$ cat config.mk
export PLATFORM = sky130hd
export DESIGN_NAME = raster_pixel_source
export DESIGN_NICKNAME = d
export VERILOG_FILES = /design/src/rtl/raster_pixel_source.sv
export SDC_FILE = /design/constraint.sdc
export NUM_CORES = 1
export LEC_CHECK = 0
export CORE_AREA = 2 2 101 122
export DETAILED_ROUTE_END_ITERATION = 16
export DIE_AREA = 0 0 103 124
export GPL_TIMING_DRIVEN = 0
export PLACE_DENSITY = 0.63
export REMOVE_ABC_BUFFERS = 1
export SLEW_MARGIN = 20
export SYNTH_ARGS = -nofsm -noshare
export SYNTH_HDL_FRONTEND = slang
export SYNTH_SLANG_ARGS = --single-unit
$ cat constraint.sdc
create_clock -name clk -period 1.9 [get_ports clk]
set_clock_uncertainty 0.05 [all_clocks]
set_input_delay 0.38 -clock clk [delete_from_list [all_inputs] [get_ports clk]]
set_output_delay 0.38 -clock clk [all_outputs]
set_load 0.02 [all_outputs]
$ cat src/rtl/raster_pixel_source.sv
// Column-major raster pixel generator for the ellipse_renderer pipeline (y fast, x slow).
// Optional macro PIXSRC_PATTERN_EN replaces the flat colour with an x/y gradient test pattern.
module raster_pixel_source #(
  parameter int CONTINUOUS  = 0,
  parameter int FRAME_CNT_W = 16
) (
  input  logic                   clk,
  input  logic                   rst,
  input  logic                   start,
  input  logic                   stop,
  input  logic                   stall,
  input  logic [10:0]            width_m1,
  input  logic [11:0]            height_m1,
  input  logic [7:0]             r_bg,
  input  logic [7:0]             g_bg,
  input  logic [7:0]             b_bg,
  output logic signed [10:0]     x,
  output logic signed [11:0]     y,
  output logic [7:0]             r,
  output logic [7:0]             g,
  output logic [7:0]             b,
  output logic                   valid,
  output logic                   sof,
  output logic                   eol,
  output logic                   eof,
  output logic                   busy,
  output logic                   done,
  output logic [FRAME_CNT_W-1:0] frame_count
);

  localparam logic [1:0] ST_IDLE = 2'd0;
  localparam logic [1:0] ST_RUN  = 2'd1;
  localparam logic [1:0] ST_DONE = 2'd2;

  logic [1:0]             state_q, state_d;
  logic [10:0]            x_q, x_d, w_q, w_d;
  logic [11:0]            y_q, y_d, h_q, h_d;
  logic [7:0]             rbg_q, rbg_d, gbg_q, gbg_d, bbg_q, bbg_d;
  logic                   stop_q, stop_d;
  logic [FRAME_CNT_W-1:0] fcnt_q, fcnt_d;

  logic run, last_x, last_y, keep_running;

  assign run    = (state_q == ST_RUN);
  assign last_x = (x_q == w_q);
  assign last_y = (y_q == h_q);
  // A stop arriving on the eof cycle itself still ends the current frame.
  assign keep_running = (CONTINUOUS != 0) && !stop_q && !stop;

  always_comb begin
    state_d = state_q;
    x_d     = x_q;
    y_d     = y_q;
    w_d     = w_q;
    h_d     = h_q;
    rbg_d   = rbg_q;
    gbg_d   = gbg_q;
    bbg_d   = bbg_q;
    stop_d  = stop_q;
    fcnt_d  = fcnt_q;
    case (state_q)
      ST_IDLE: begin
        if (start) begin
          w_d     = width_m1;
          h_d     = height_m1;
          rbg_d   = r_bg;
          gbg_d   = g_bg;
          bbg_d   = b_bg;
          x_d     = '0;
          y_d     = '0;
          stop_d  = 1'b0;
          state_d = ST_RUN;
        end
      end
      ST_RUN: begin
        if ((CONTINUOUS != 0) && stop) stop_d = 1'b1;
        if (!stall) begin
          if (!last_y) begin
            y_d = y_q + 12'd1;
          end else begin
            y_d = '0;
            if (!last_x) begin
              x_d = x_q + 11'd1;
            end else begin
              x_d    = '0;
              fcnt_d = fcnt_q + FRAME_CNT_W'(1);
              if (!keep_running) begin
                stop_d  = 1'b0;
                state_d = ST_DONE;
              end
            end
          end
        end
      end
      ST_DONE: begin
        x_d     = '0;
        y_d     = '0;
        state_d = ST_IDLE;
      end
      default: state_d = ST_IDLE;
    endcase
  end

  always_ff @(posedge clk) begin
    if (rst) begin
      state_q <= ST_IDLE;
      x_q     <= '0;
      y_q     <= '0;
      w_q     <= '0;
      h_q     <= '0;
      rbg_q   <= '0;
      gbg_q   <= '0;
      bbg_q   <= '0;
      stop_q  <= 1'b0;
      fcnt_q  <= '0;
    end else begin
      state_q <= state_d;
      x_q     <= x_d;
      y_q     <= y_d;
      w_q     <= w_d;
      h_q     <= h_d;
      rbg_q   <= rbg_d;
      gbg_q   <= gbg_d;
      bbg_q   <= bbg_d;
      stop_q  <= stop_d;
      fcnt_q  <= fcnt_d;
    end
  end

  assign x           = $signed(x_q);
  assign y           = $signed(y_q);
  assign valid       = run;
  assign busy        = run;
  assign done        = (state_q == ST_DONE);
  assign sof         = run && (x_q == 11'd0) && (y_q == 12'd0);
  assign eol         = run && last_y;
  assign eof         = run && last_y && last_x;
  assign frame_count = fcnt_q;

`ifdef PIXSRC_PATTERN_EN
  logic unused_bg;
  assign unused_bg = ^{gbg_q, bbg_q};
  assign r = run ? x_q[7:0] : 8'd0;
  assign g = run ? y_q[7:0] : 8'd0;
  assign b = run ? (rbg_q ^ x_q[7:0] ^ y_q[7:0]) : 8'd0;
`else
  assign r = run ? rbg_q : 8'd0;
  assign g = run ? gbg_q : 8'd0;
  assign b = run ? bbg_q : 8'd0;
`endif

endmodule

; ---- Word-level counts from Yosys, hierarchy flattened
; Cells that the tools add are included.
[word_totals]
ff_bits = 88
[classes]
n_eq_ne = 8
n_bitwise = 1
n_mux = 17
add_sub_neg = 3
reduce_logical = 13
[op_table]
columns = cell, n
row1 = $mux W11, 4
row2 = $mux W12, 3
row3 = $pmux W12 S3, 1
row4 = $pmux W11 S3, 1
row5 = $mux W8, 3
row6 = $add A16 B1 Y16 const B, 1
row7 = $add A12 B1 Y12 const B, 1
row8 = $eq A12 B12 Y1, 1
row9 = $logic_not A12 Y1, 1
row10 = $reduce_and A4 Y1, 3
row11 = $add A11 B1 Y11 const B, 1
row12 = $eq A11 B11 Y1, 1
row13 = $logic_not A11 Y1, 1
row14 = $mux W2, 4
row15 = $logic_and A1 B1 Y1, 4
row16 = $ne A2 B1 Y1 const B, 2
row17 = $ne A2 B2 Y1 const B, 2
row18 = $pmux W2 S2, 1
row19 = $reduce_and A3 Y1, 1
row20 = $reduce_bool A3 Y1, 1
row21 = $eq A2 B1 Y1 const B, 1
row22 = $eq A2 B2 Y1 const B, 1
row23 = $logic_not A2 Y1, 1
row24 = $reduce_and A2 Y1, 1
row25 = $not A1 Y1, 1

; ---- Longest topological paths before layout
[depth]
depth_word = 5
mapped_depth = 8

; ---- Least setup slack after synthesis
; OpenSTA, ideal clock, no wires.
[synth_path]
path_type = register to output
from = register y_q[2] (netlist: y[2])
to = output port eof
arrival_ns = 1.865
required_time_ns = 1.470
path_stages_with_launch = 6
path_slack_ns = -0.395
path_cell_list = dfxtp_1 > buf_2 > xnor2_1 > nand4_1 > nor4_2 > and4_2
[synth_via]
elab_chain_cells = 3
[synth_rtl]
columns = element, line
row1 = "start, declared", 37  ; logic [11:0] y_q, y_d, h_q, h_d;
row2 = "start signal, assigned", 119  ; y_q <= y_d;
row3 = $eq A12 B12 Y1, 46  ; assign last_y = (y_q == h_q);
row4 = $logic_and A1 B1 Y1, -
row5 = via eol, 24  ; output logic eol,
row6 = $logic_and A1 B1 Y1, 137  ; assign eof = run && last_y && last_x;
row7 = "end, declared", 25  ; output logic eof,
; The timed path passes the listed nets, and every way through them passes these cells.

; ---- Worst setup path in the final report
[layout_path]
from = register y_q[11] (netlist: y[11])
to = output port eof
[layout_via]
elab_chain_cells = 3
[layout_rtl]
columns = element, line
row1 = $eq A12 B12 Y1, 46
row2 = $logic_and A1 B1 Y1 (2 in series), 137
; No other way between the ends.

==> impl_metrics.tcl <==
set metrics [dict create \
    outcome "finished, violations left" \
    violations "setup timing" \
    post_synth_most_frequent_cells "108 x sky130_fd_sc_hd__nand2_1, 88 x sky130_fd_sc_hd__dfxtp_1, 50 x sky130_fd_sc_hd__a21oi_1" \
    power_leakage_nw 3.01 \
    post_drt_via_cell_ratio 5.35 \
    post-synth-top-count-cell "sky130_fd_sc_hd__nand2_1" \
    place_congestion 0.905 \
    worst_slew_margin_relative_to_its_limit_pct 61.5 \
    yosysWarnings 0 \
    netSwitchingFraction_pct 26.5 \
    first_iter_violations 270 \
    die_width_um 103 \
    row_count 43 \
    num_clock_sinks 88 \
    cpLargestDelayFamily "simple AND/OR/NAND/NOR gates" \
    synth.lib_cells_used.distinct 56 \
    drcViolationCount 0 \
    clock_latency_ps 350 \
    ir_drop_mv 0.411 \
    hpwl_um 8190 \
    htree_levels 3 \
    grt_pass1_vias 4533 \
    timing.critical_path.buf_inv 1 \
    cpPeakStageDelay_ps 360 \
    design.die.area_um2 12800 \
    setup_violations 50 \
    areaGrowthSynthToFinish_pct 79.8 \
    fmax_mhz 438 \
    boundaryPins 121 \
    p_seq_share_pct 36.3 \
    maxCapViolCount 0 \
    share_of_layout_cells_above_drive_strength_1_pct 40.6 \
    cts_root_buf "sky130_fd_sc_hd__clkbuf_16" \
    avgRoutedWirePerCell_um 17.3 \
    transition_at_the_pin_with_the_smallest_max_transition_slack_ps 578 \
    antenna_cells_inserted 0 \
    combinationalPowerShare_pct 22.1 \
    p_switching_mw 1.42 \
    worst_hold_path_type "in -> reg" \
    grt_pass1_wl_um 22400 \
    route.vias.total 4683 \
    synth_top_area_cell "sky130_fd_sc_hd__dfxtp_1" \
    criticalPathCategory "reg -> out" \
    final_critical_path_setup_slack_ps -381 \
    cp_cell_sequence "xnor2_2 -> nand4_1 -> nor4_4 -> and4_4 -> buf_6" \
    critPathRequiredTime_ps 1470 \
    hold_violations 0 \
    critPathSlowestCell "sky130_fd_sc_hd__dfxtp_2" \
    drtPass1Iterations 5 \
    numCtsBuffers 9 \
    post_synth.cell_area_avg_um2 8.24 \
    io_buffers 119 \
    p_int_mw 3.95 \
    placed_cell_areas_um2 5610 \
    placeableCoreArea_um2 11500 \
    synth_seq_cells 88 \
    synth-edff-count 0 \
    syn-cell-area_um2 4320 \
    clock_path_buffers 2 \
    synth_seq_area_share_pct 40.8 \
    clockPowerShare_pct 41.6 \
    filler_cell_count 892 \
    stdcell_area_um2 7760 \
    start_util_pct 37.5 \
    antenna_found_initial 0 \
    grt_remaining_overflow 0 \
    fin_worst_hold_slack_ps 374 \
    clk_slew_on_worst_s_h_paths_ps 60 \
    finish.net_count 771 \
    post-route-period-util_pct 120 \
    grt_start_max_net_pins 71 \
    critPathArrivalTime_ps 1850 \
    cts_tree "done" \
    netlist_instances 524 \
    die_height_um 124 \
    critPathCaptureType "output pin" \
    synthTopCellsByArea "sky130_fd_sc_hd__dfxtp_1 41%, sky130_fd_sc_hd__nand2_1 9.4%, sky130_fd_sc_hd__a21oi_1 5.8%" \
    critical_path.startpoint_type "register" \
    powerDensity_nw_per_um2 692 \
    gr-usage-all-layers_pct 22.6 \
    route.antenna.remaining_nets 0 \
    routed_wirelength_um 15100 \
    synthFlopType "sky130_fd_sc_hd__dfxtp_1" \
    postSynth.asyncResetShare_pct 0 \
    rsz0062_at_grt "true" \
    final_max_slew_viol_count 0 \
    final_period_minus_worst_setup_slack_ps 2280 \
    worst-path-max-fanout 4 \
    netlist.area_leader.share_pct 40.8 \
]
[stage by stage]
stage	total power [mW]	instances	setup TNS [ps]	setup WS (ps)	utilization (%)
after floorplan	2.33	491	-8240	-531	-
after global placement	2.61	767	-156530	-2730	48.4
after detailed placement	2.63	769	-54570	-1150	48.7
after CTS	5.18	839	-6290	-309	60.7
after global routing	5.57	876	-9680	-491	67.4
final	5.37	876	-5570	-381	67.4
[final cells by class]
class | count | area, µm² | area share [%]
clock inverter | 6 | 138 | 1.77
sequential | 88 | 1850 | 23.8
inverter | 15 | 63.8 | 0.822
clock buffer | 10 | 239 | 3.08
multi-input combinational | 391 | 3160 | 40.7
tap | 157 | 196 | 2.53
timing repair buffer | 206 | 2100 | 27.1
timing repair inverter | 3 | 22.5 | 0.290
[worst register-to-register path, stage by stage, from the launching register on]
cell	delay [ps]
sky130_fd_sc_hd__dfxtp_4	370
sky130_fd_sc_hd__xor2_2	160
sky130_fd_sc_hd__nor4_4	330
sky130_fd_sc_hd__buf_4	210
sky130_fd_sc_hd__buf_6	120
sky130_fd_sc_hd__buf_6	90
sky130_fd_sc_hd__nand4_1	140
sky130_fd_sc_hd__buf_4	210
sky130_fd_sc_hd__o41ai_1	350
[sequential cells by signal, indices dropped and copies added, names as in the netlist]
name and cells:
y 12, x 11, w_q 11, h_q 12, gbg_q 8, bbg_q 8, frame_count 16, rbg_q 8
state_q 2
[power by group through the flow]
stage	clock network (mW)	logic (mW)	registers, mW
CTS	2.26	0.976	1.95
global route	2.35	1.26	1.96
finish	2.23	1.19	1.95
detailed placement	0	0.638	2.00
global placement	0	0.622	1.99
floorplan	0	0.344	1.99
[metal layers]
| layer | global-route usage [%] | wire length, µm | up-vias |
|---|---|---|---|
| met1 | 26.0 | 5820 | 2212 |
| met3 | 7.58 | 1230 | 42 |
| met2 | 38.5 | 7660 | 199 |
| met4 | 8.96 | 422 | 0 |
| li1 | - | - | 2230 |
| met5 | 0 | 0 | - |
[repair_timing]
| action | CTS | global route |
|---|---|---|
| setup buffers | 47 | 40 |
| gates cloned | 7 | 1 |
| resized for setup | 297 | 111 |
| hold buffers | 0 | 0 |
| pin swaps | 46 | 39 |
| setup endpoints to repair | 90 | 70 |
[cells in the final DEF, fill, tap and decap left out, drive strengths merged, types with 10 or more instances in the layout]
cell type	n
xnor2	17
o311ai	12
dfxtp	88
inv	15
nor2	26
and2	25
nor4	10
clkdlybuf4s50	80
clkbuf	11
o41ai	12
a21oi	50
or2	12
nand2	109
xor2	18
nand4	16
buf	117
nand3	17
[path summary, 6_finish.rpt]
| check | startpoint | to | slack [ps] | cells after the start |
|---|---|---|---|---|
| min | start | state_q[0] | 370 | 3 |
| min reg2reg | gbg_q[2] | gbg_q[2] | 410 | 2 |
| max | y[11] | eof | -380 | 5 |
| max reg2reg | x[3] | frame_count[10] | -230 | 8 |
[cells by family after synthesis]
family	count (synthesis)	share of synthesized area (%)
muxes	4	0.957
and+or+nand+nor	248	30.2
adders and majority gates	5	1.45
AOI/OAI and AO/OA	96	15.0
DFF	88	40.8
xor gates and xnor gates	35	7.10
buffers and inverters	48	4.44
No activity file was read; power rests on OpenSTA's default activity.
